File: src/rtl/axis_stereo_gain_v1_0.sv
// axis_stereo_gain_v1_0
//   AXI-Stream stereo gain stage. It takes frames in the format
//   [L(24), pad(8), R(24), pad(8)] and applies a signed Q2.14 gain to each
//   channel independently. Each result is rounded half-up, then saturated.
//   Mute forces both captured gains to zero.
//   The block is a two-stage valid/ready pipeline:
//     stage 1 captures the samples, tlast and the gains.
//     stage 2 multiplies, rounds, saturates and registers the output.
//
// Ports
//   aclk, reset           : clock; asynchronous active-high reset
//   s_axis_*              : input stream (tdata/tvalid/tready/tlast)
//   m_axis_*              : output stream; pad bytes are driven to 0
//   gain_l, gain_r        : Q2.14 signed gains, latched when a frame is accepted
//   mute                  : zeroes both gains for frames accepted while it is high
//   sat_clear             : clears the sticky clip flags (a new clip wins)
//   sat_l, sat_r          : sticky per-channel clip flags

// One channel: signed sample x Q2.14 gain, round half-up, saturate to DW bits.
module axis_stereo_gain_v1_0_lane #(
  parameter int DW = 24,
  parameter int GW = 16
) (
  input  logic signed [DW-1:0] samp_i,
  input  logic signed [GW-1:0] gain_i,
  output logic        [DW-1:0] res_o,
  output logic                 clip_o
);
  localparam int PW   = DW + GW;
  localparam int FRAC = GW - 2;

  localparam logic signed [PW-1:0] MAXV = {{(GW+1){1'b0}}, {(DW-1){1'b1}}};
  localparam logic signed [PW-1:0] MINV = {{(GW+1){1'b1}}, {(DW-1){1'b0}}};
  localparam logic signed [PW-1:0] RND  = {{(PW-FRAC){1'b0}}, 1'b1, {(FRAC-1){1'b0}}};

  logic signed [PW-1:0] prod, rnd, shf;
  logic                 hi, lo;

  // The full product magnitude is at most 2^(PW-2), so it fits in PW bits.
  // Adding the rounding constant therefore cannot overflow PW bits either.
  assign prod = $signed({{GW{samp_i[DW-1]}}, samp_i}) *
                $signed({{DW{gain_i[GW-1]}}, gain_i});
  assign rnd  = prod + RND;
  assign shf  = rnd >>> FRAC;
  assign hi   = shf > MAXV;
  assign lo   = shf < MINV;

  assign res_o  = hi ? MAXV[DW-1:0] : (lo ? MINV[DW-1:0] : shf[DW-1:0]);
  assign clip_o = hi | lo;
endmodule

module axis_stereo_gain_v1_0 #(
  parameter int DATA_WIDTH = 24,
  parameter int GAIN_WIDTH = 16
) (
  input  logic                  aclk,
  input  logic                  reset,
  input  logic [63:0]           s_axis_tdata,
  input  logic                  s_axis_tvalid,
  output logic                  s_axis_tready,
  input  logic                  s_axis_tlast,
  output logic [63:0]           m_axis_tdata,
  output logic                  m_axis_tvalid,
  input  logic                  m_axis_tready,
  output logic                  m_axis_tlast,
  input  logic [GAIN_WIDTH-1:0] gain_l,
  input  logic [GAIN_WIDTH-1:0] gain_r,
  input  logic                  mute,
  input  logic                  sat_clear,
  output logic                  sat_l,
  output logic                  sat_r
);
  localparam int NUM_LANES = 2;   // lane 1 = left, lane 0 = right
  localparam int PAD       = 32 - DATA_WIDTH;

  logic                                  v1_q, v1_d, last1_q, last1_d;
  logic [NUM_LANES-1:0][DATA_WIDTH-1:0]  samp_q, samp_d;
  logic [NUM_LANES-1:0][GAIN_WIDTH-1:0]  gain_q, gain_d;
  logic                                  v2_q, v2_d, tlast_q, tlast_d;
  logic [63:0]                           tdata_q, tdata_d;
  logic [NUM_LANES-1:0]                  sat_q, sat_d;

  logic [NUM_LANES-1:0][DATA_WIDTH-1:0]  res;
  logic [NUM_LANES-1:0]                  clip;
  logic                                  ld1, ld2;

  for (genvar i = 0; i < NUM_LANES; i++) begin : g_lane
    axis_stereo_gain_v1_0_lane #(.DW(DATA_WIDTH), .GW(GAIN_WIDTH)) u_lane (
      .samp_i (samp_q[i]),
      .gain_i (gain_q[i]),
      .res_o  (res[i]),
      .clip_o (clip[i])
    );
  end

  // Each stage loads when it is empty or when the stage after it moves.
  assign ld2 = !v2_q || m_axis_tready;
  assign ld1 = !v1_q || ld2;

  always_comb begin
    v1_d    = v1_q;
    last1_d = last1_q;
    samp_d  = samp_q;
    gain_d  = gain_q;
    v2_d    = v2_q;
    tdata_d = tdata_q;
    tlast_d = tlast_q;
    if (ld1) begin
      v1_d = s_axis_tvalid;
      if (s_axis_tvalid) begin
        samp_d  = {s_axis_tdata[63 -: DATA_WIDTH], s_axis_tdata[31 -: DATA_WIDTH]};
        gain_d  = mute ? '0 : {gain_l, gain_r};
        last1_d = s_axis_tlast;
      end
    end
    if (ld2) begin
      v2_d = v1_q;
      if (v1_q) begin
        tdata_d = {res[1], {PAD{1'b0}}, res[0], {PAD{1'b0}}};
        tlast_d = last1_q;
      end
    end
    // A clip that is loaded in the same cycle as a clear keeps the flag set.
    sat_d = (sat_q & ~{NUM_LANES{sat_clear}}) | ({NUM_LANES{ld2 & v1_q}} & clip);
  end

  always_ff @(posedge aclk or posedge reset) begin
    if (reset) begin
      v1_q    <= 1'b0;
      last1_q <= 1'b0;
      samp_q  <= '0;
      gain_q  <= '0;
      v2_q    <= 1'b0;
      tdata_q <= '0;
      tlast_q <= 1'b0;
      sat_q   <= '0;
    end else begin
      v1_q    <= v1_d;
      last1_q <= last1_d;
      samp_q  <= samp_d;
      gain_q  <= gain_d;
      v2_q    <= v2_d;
      tdata_q <= tdata_d;
      tlast_q <= tlast_d;
      sat_q   <= sat_d;
    end
  end

  assign s_axis_tready = !reset && ld1;
  assign m_axis_tdata  = tdata_q;
  assign m_axis_tvalid = v2_q;
  assign m_axis_tlast  = tlast_q;
  assign sat_l         = sat_q[1];
  assign sat_r         = sat_q[0];
endmodule

File: config.mk
export PLATFORM = sky130hd
export DESIGN_NAME = axis_stereo_gain_v1_0
export DESIGN_NICKNAME = d
export VERILOG_FILES = /design/src/rtl/axis_stereo_gain_v1_0.sv
export SDC_FILE = /design/constraint.sdc
export NUM_CORES = 2
export LEC_CHECK = 0
export CORE_ASPECT_RATIO = 1.1
export CORE_MARGIN = 2
export CORE_UTILIZATION = 35
export CTS_CLUSTER_DIAMETER = 120
export DETAILED_ROUTE_END_ITERATION = 16
export GPL_TIMING_DRIVEN = 0
export SYNTH_ARGS = -nofsm -noshare
export SYNTH_HDL_FRONTEND = slang
export SYNTH_SLANG_ARGS = --single-unit
File: constraint.sdc
create_clock -name aclk -period 10.29 [get_ports aclk]
set_input_delay 1.5435 -clock aclk [delete_from_list [all_inputs] [get_ports aclk]]
set_output_delay 1.5435 -clock aclk [all_outputs]
set_load 0.05 [all_outputs]
# == Word level (Yosys, flattened, before mapping) ==
# Cells that the tools add are included.
# op_classes
addsub,2
multipliers,2
magnitude_cmp,4
mux,5
n_bitwise,7
reduce_logical,8
# ops
operator,count
2-to-1 mux 24 bit,4
adder 40 x 15 -> 40 bit (second input constant),2
multiplier 24 x 16 -> 40 bit,2
> comparator 26 x 24 -> 1 bit (second input constant),2
less-than comparator 26 x 24 -> 1 bit (second input constant),2
2-to-1 mux 32 bit,1
bitwise AND 2 bit,2
AND reduction 2 bit,2
logical NOT 1 bit,3
logical OR 1 bit,2
NOT 2 bit,1
bitwise OR 1 bit,2
bitwise OR 2 bit,1
bitwise AND 1 bit,1
logical AND 1 bit,1
# word_totals
reg_bits,134
in_bits,103
out_inout_bits,69
elab_cells,38

# == Depth between registers and ports, before layout ==
# logic_depth
word_depth,6
depth_mapped,27
ltp_nobuf,25

# == Modules after synthesis ==
# From an unflattened synthesis, not the netlist that was laid out.
# hier_totals
cells_unflattened,3503
area_unflattened_um2,33100.5
# modules_own_cells
module,instances,cells_per_inst,area_per_inst_um2,seq_area_each_um2
axis_stereo_gain_v1_0_lane at g_lane[1].u_lane,1,1581,13945.9,0.0
axis_stereo_gain_v1_0_lane at g_lane[0].u_lane,1,1579,13832.0,0.0
axis_stereo_gain_v1_0,1,343,5322.6,3353.2

# == Least setup slack after synthesis ==
# No wires, ideal clock.
# synth_timing
path_kind,register to register
start,register samp_q[38] (netlist name)
end,register tdata_q[56] (netlist: m_axis_tdata[56])
setup_ns,0.095
t_arrival_ns,6.494
required_ns,10.195
slack_ns,3.701
path_stages_with_launch,25
path_buffers,1
synth_period_minus_slack_ns,6.589
cell_sequence,dfrtp_1 > clkbuf_1 > nand2_1 > fa_1 > inv_1 > fa_1 > inv_1 > fa_1 > inv_1 > fa_1 > fa_1 > inv_1 > fa_1 > inv_1 > ha_1 > a21o_1 > a21o_1 > a211oi_1 > nor2_1 > o31a_1 > or4_1 > and4_1 > o31a_1 > or2_1 > o31ai_1
# synth_via
elab_chain_cells,5
word_cells_on_any_way,6
cone_classes,add/sub (1); mul (1); order compare (2); mux (2)
# synth_lines
element,line,source
from (decl),77,"logic [NUM_LANES-1:0][DATA_WIDTH-1:0] samp_q, samp_d;"
from (signal assigned),140,samp_q <= samp_d;
multiplier 24 x 16 -> 40 bit *,41,"assign prod = $signed({{GW{samp_i[DW-1]}}, samp_i}) *"
adder 40 x 15 -> 40 bit *,43,assign rnd = prod + RND;
less-than comparator 26 x 24 -> 1 bit,46,assign lo = shf < MINV;
2-to-1 mux 24 bit,48,assign res_o = hi ? MAXV[DW-1:0] : (lo ? MINV[DW-1:0] : shf[DW-1:0]);
2-to-1 mux 24 bit *,48,
to (signal assigned),143,tdata_q <= tdata_d;
to (decl),80,"logic [63:0] tdata_q, tdata_d;"
# Mark *: on every way between the ends. The rest lies on a longest branch, timed or not.
# A chain may end at the register's enable or synchronous reset.

# == Final worst setup path ==
# layout_timing
start,register samp_q[8] (netlist name)
end,register tdata_q[8] (netlist: m_axis_tdata[8])
# Same word-level chain as after synthesis.

==> impl_metrics.toml <==
[run_status]
status = "complete, but fails checks"
violations = "max-capacitance violations"

[route]
drt_iter0_drc = 1440
routed_wl_um = 97400
avgRoutedWirePerCell_um = 19.5
postRouteAntennaNets = 0
vias = 24200
drc = 0
vias_per_cell = 4.85
firstDrtPassIters = 6

[clock_network]
htreeDepth = 4
postCtsHoldBufs = 0
ctsRootBufferMaster = "clkbuf_16"
worstSkewPairLatency_ns = 0.51
path_clk_slew_ns = 0.07
numClockSinks = 134
cts_resized = 0
cts_tree = "built"
post-cts-setup-buffers = 0
numCtsBuffers = 17
clockBufferDepth = 2

[setup_path]
crit_fanout = 10
worstPathArrival_ns = 8.98
worst_setup_path_start_kind = "flop"
path_class = "flop to flop"
crit_required_ns = 10.65
worst_setup_path_end_kind = "flop"

[logic_synthesis]
syn_inst = 3554
yosysWarnings = 0
avgSynthCellArea_um2 = 9.17
ys_seq_area_frac = 0.103
ys_ff_latch = 134
async_reset_ff_frac = 1.00
synth_edf_count = 0
yosys.cell_types.count = 73
synth-main-ff-cell = "dfrtp_1"
synth_area_mm2 = 0.0326

[placement]
io_buffers = 139
dp_hpwl_um = 81200
place.gp.congestion = 0.951

[final_layout]
fill_cells = 9361
area_growth_pct = 11.0
seqCellArea_mm2 = 0.00335
fin_util = 0.392
multi_input_area_mm2 = 0.0253
nets = 4765
drive_above_1_share = 0.0313

[job]
drv_cap = 1

[floorplanning]
fp.dieH_um = 324
die_x_um = 295
rows = 117
fp.coreArea_mm2 = 0.0924
die_area_mm2 = 0.0956
initial_core_util = 0.353
pin_count = 172

[global_route]
grt_max_degree = 82
antenna_found_initial = 1
grt_usage = 0.215
overflow = 0
grt_first_pass_wirelength_um = 154000
grt_pass1_vias = 26100

[timing]
fmax_mhz = 116
finalSetupViolations = 0
tns_ns = 0
worst_pin_slew_ns = 1.49
finalCritPeriodShare = 0.838
slew_headroom = 0.00388
finalClockSkew_ns = 0.0230
min_period_ns = 8.62
slew_violations = 0
hold_violations = 0
grt_setup_unrepaired = "false"

[worst_hold_path]
min_path_type = "flop to flop"
## through the flow
stage | cell area [µm²] | worst slack [ns] | hold slack [ns] | std cells
final | 36200 | 1.67 | 0.475 | 4992
after global routing | 36200 | 1.06 | 0.501 | 4990
after CTS | 36200 | 1.74 | 0.472 | 4990
after detailed placement | 35600 | 1.79 | 0.455 | 4958
after global placement | 35600 | 1.85 | 0.449 | 4957
after floorplan | 32700 | 3.70 | 0.433 | 3569
## placed cells by master (no fill, tap or decap), types with 8 or more instances in the layout
| cell | instances |
|---|---|
| clkdlybuf4s50_1 | 139 |
| nor2_1 | 104 |
| and3_1 | 12 |
| nand2b_1 | 52 |
| o21ai_0 | 67 |
| nor3_1 | 13 |
| mux2_2 | 49 |
| clkbuf_1 | 145 |
| a211oi_1 | 9 |
| nand2_1 | 542 |
| xor2_1 | 22 |
| a21oi_1 | 71 |
| conb_1 | 16 |
| and2_1 | 284 |
| a21o_1 | 40 |
| ha_1 | 186 |
| a31oi_1 | 8 |
| fa_1 | 748 |
| buf_4 | 18 |
| xnor2_1 | 48 |
| nand3_1 | 20 |
| nand4_1 | 8 |
| dfrtp_1 | 134 |
| inv_1 | 866 |
| clkbuf_16 | 17 |
## path summary, 6_finish.rpt
check / start / end / slack, ns / cells past startpoint
worst max-delay path: samp_q[8]$_DFFE_PP0P_ / m_axis_tdata[8]$_DFFE_PP0P_ / 1.67 / 25
worst min-delay path: last1_q$_DFFE_PP0P_ / m_axis_tlast$_DFFE_PP0P_ / 0.47 / 2
worst max register to register: samp_q[8]$_DFFE_PP0P_ / m_axis_tdata[8]$_DFFE_PP0P_ / 1.67 / 25
worst min register to register: last1_q$_DFFE_PP0P_ / m_axis_tlast$_DFFE_PP0P_ / 0.47 / 2
max in group asynchronous: reset / m_axis_tdata[16]$_DFFE_PP0P_ / 7.89 / 3
min in group asynchronous: reset / samp_q[45]$_DFFE_PP0P_ / 1.51 / 2
## per-layer routing
layer | track usage | vias to the layer above | wire, µm
li1 | - | 10700 | -
met1 | 0.287 | 12500 | 41500
met2 | 0.348 | 821 | 45600
met3 | 0.0445 | 156 | 7140
met4 | 0.0749 | 0 | 3250
met5 | 0 | - | 0
## worst max-delay path, cell delays in order (launching register included)
cell,delay (ns)
dfrtp_1,0.69
clkbuf_1,0.68
nand2_1,0.20
fa_1,0.52
inv_1,0.05
fa_1,0.48
inv_1,0.06
fa_1,0.49
inv_1,0.05
fa_1,0.50
fa_1,0.50
inv_1,0.06
fa_1,0.53
inv_1,0.05
ha_1,0.34
a21oi_1,0.33
nand4_1,0.15
nor4_1,0.49
a211o_1,0.21
a211o_1,0.26
nand3_1,0.16
a21oi_1,0.46
a2bb2o_1,0.36
nand2_1,0.33
clkbuf_1,0.37
o21ai_0,0.16
## final cells by class
| class | count | share of cell area |
|---|---|---|
| antenna | 2 | 0.000138 |
| clock buffer | 18 | 0.0119 |
| timing repair buffer | 140 | 0.0392 |
| multi-input combinational | 2401 | 0.700 |
| buffer | 167 | 0.0194 |
| sequential | 134 | 0.0927 |
| clock inverter | 14 | 0.00328 |
| inverter | 867 | 0.0901 |
| tap | 1249 | 0.0432 |
## state kept, by name, indices dropped and copies added (netlist names)
name           cells
gain_q            32
last1_q            1
m_axis_tdata      48
m_axis_tlast       1
m_axis_tvalid      1
samp_q            48
sat_q              2
v1_q               1
## synthesized netlist by cell type, types with 4 or more instances
cell	number	area, µm²
inv_1	867	3250
fa_1	748	15000
nand2_1	542	2030
and2_1	284	1780
ha_1	186	2330
clkbuf_1	144	541
dfrtp_1	134	3350
nor2_1	104	390
a21oi_1	71	355
o21ai_0	67	335
nand2b_1	52	325
mux2_2	49	552
xnor2_1	48	420
a21o_1	40	300
xor2_1	22	193
nand3_1	20	100
buf_4	18	135
nor3_1	13	65.1
and3_1	12	75.1
a211oi_1	9	67.6
a31oi_1	8	50.1
nand4_1	8	50.1
nor2b_1	6	37.5
o21bai_1	6	45.0
o31ai_1	6	45.0
o21a_1	5	37.5
o31a_1	5	43.8
nor3b_1	4	30.0
o211ai_1	4	30.0
or3_1	4	25.0
## cell families after synthesis
logic type | Yosys count | synth area share
flip-flops | 134 | 0.103
XOR/XNOR | 71 | 0.0193
multiplexers | 51 | 0.0179
AND/OR/NAND/NOR | 1068 | 0.156
adder cells (fa/ha/maj) | 934 | 0.531
AO/OA/AOI/OAI | 261 | 0.0518
buffers and inverters | 1034 | 0.121
other | 1 | 0.000115
Power is left out: the tool's default activity adds up to more than one toggle a clock period on the data nets, which glitch-free logic cannot reach.
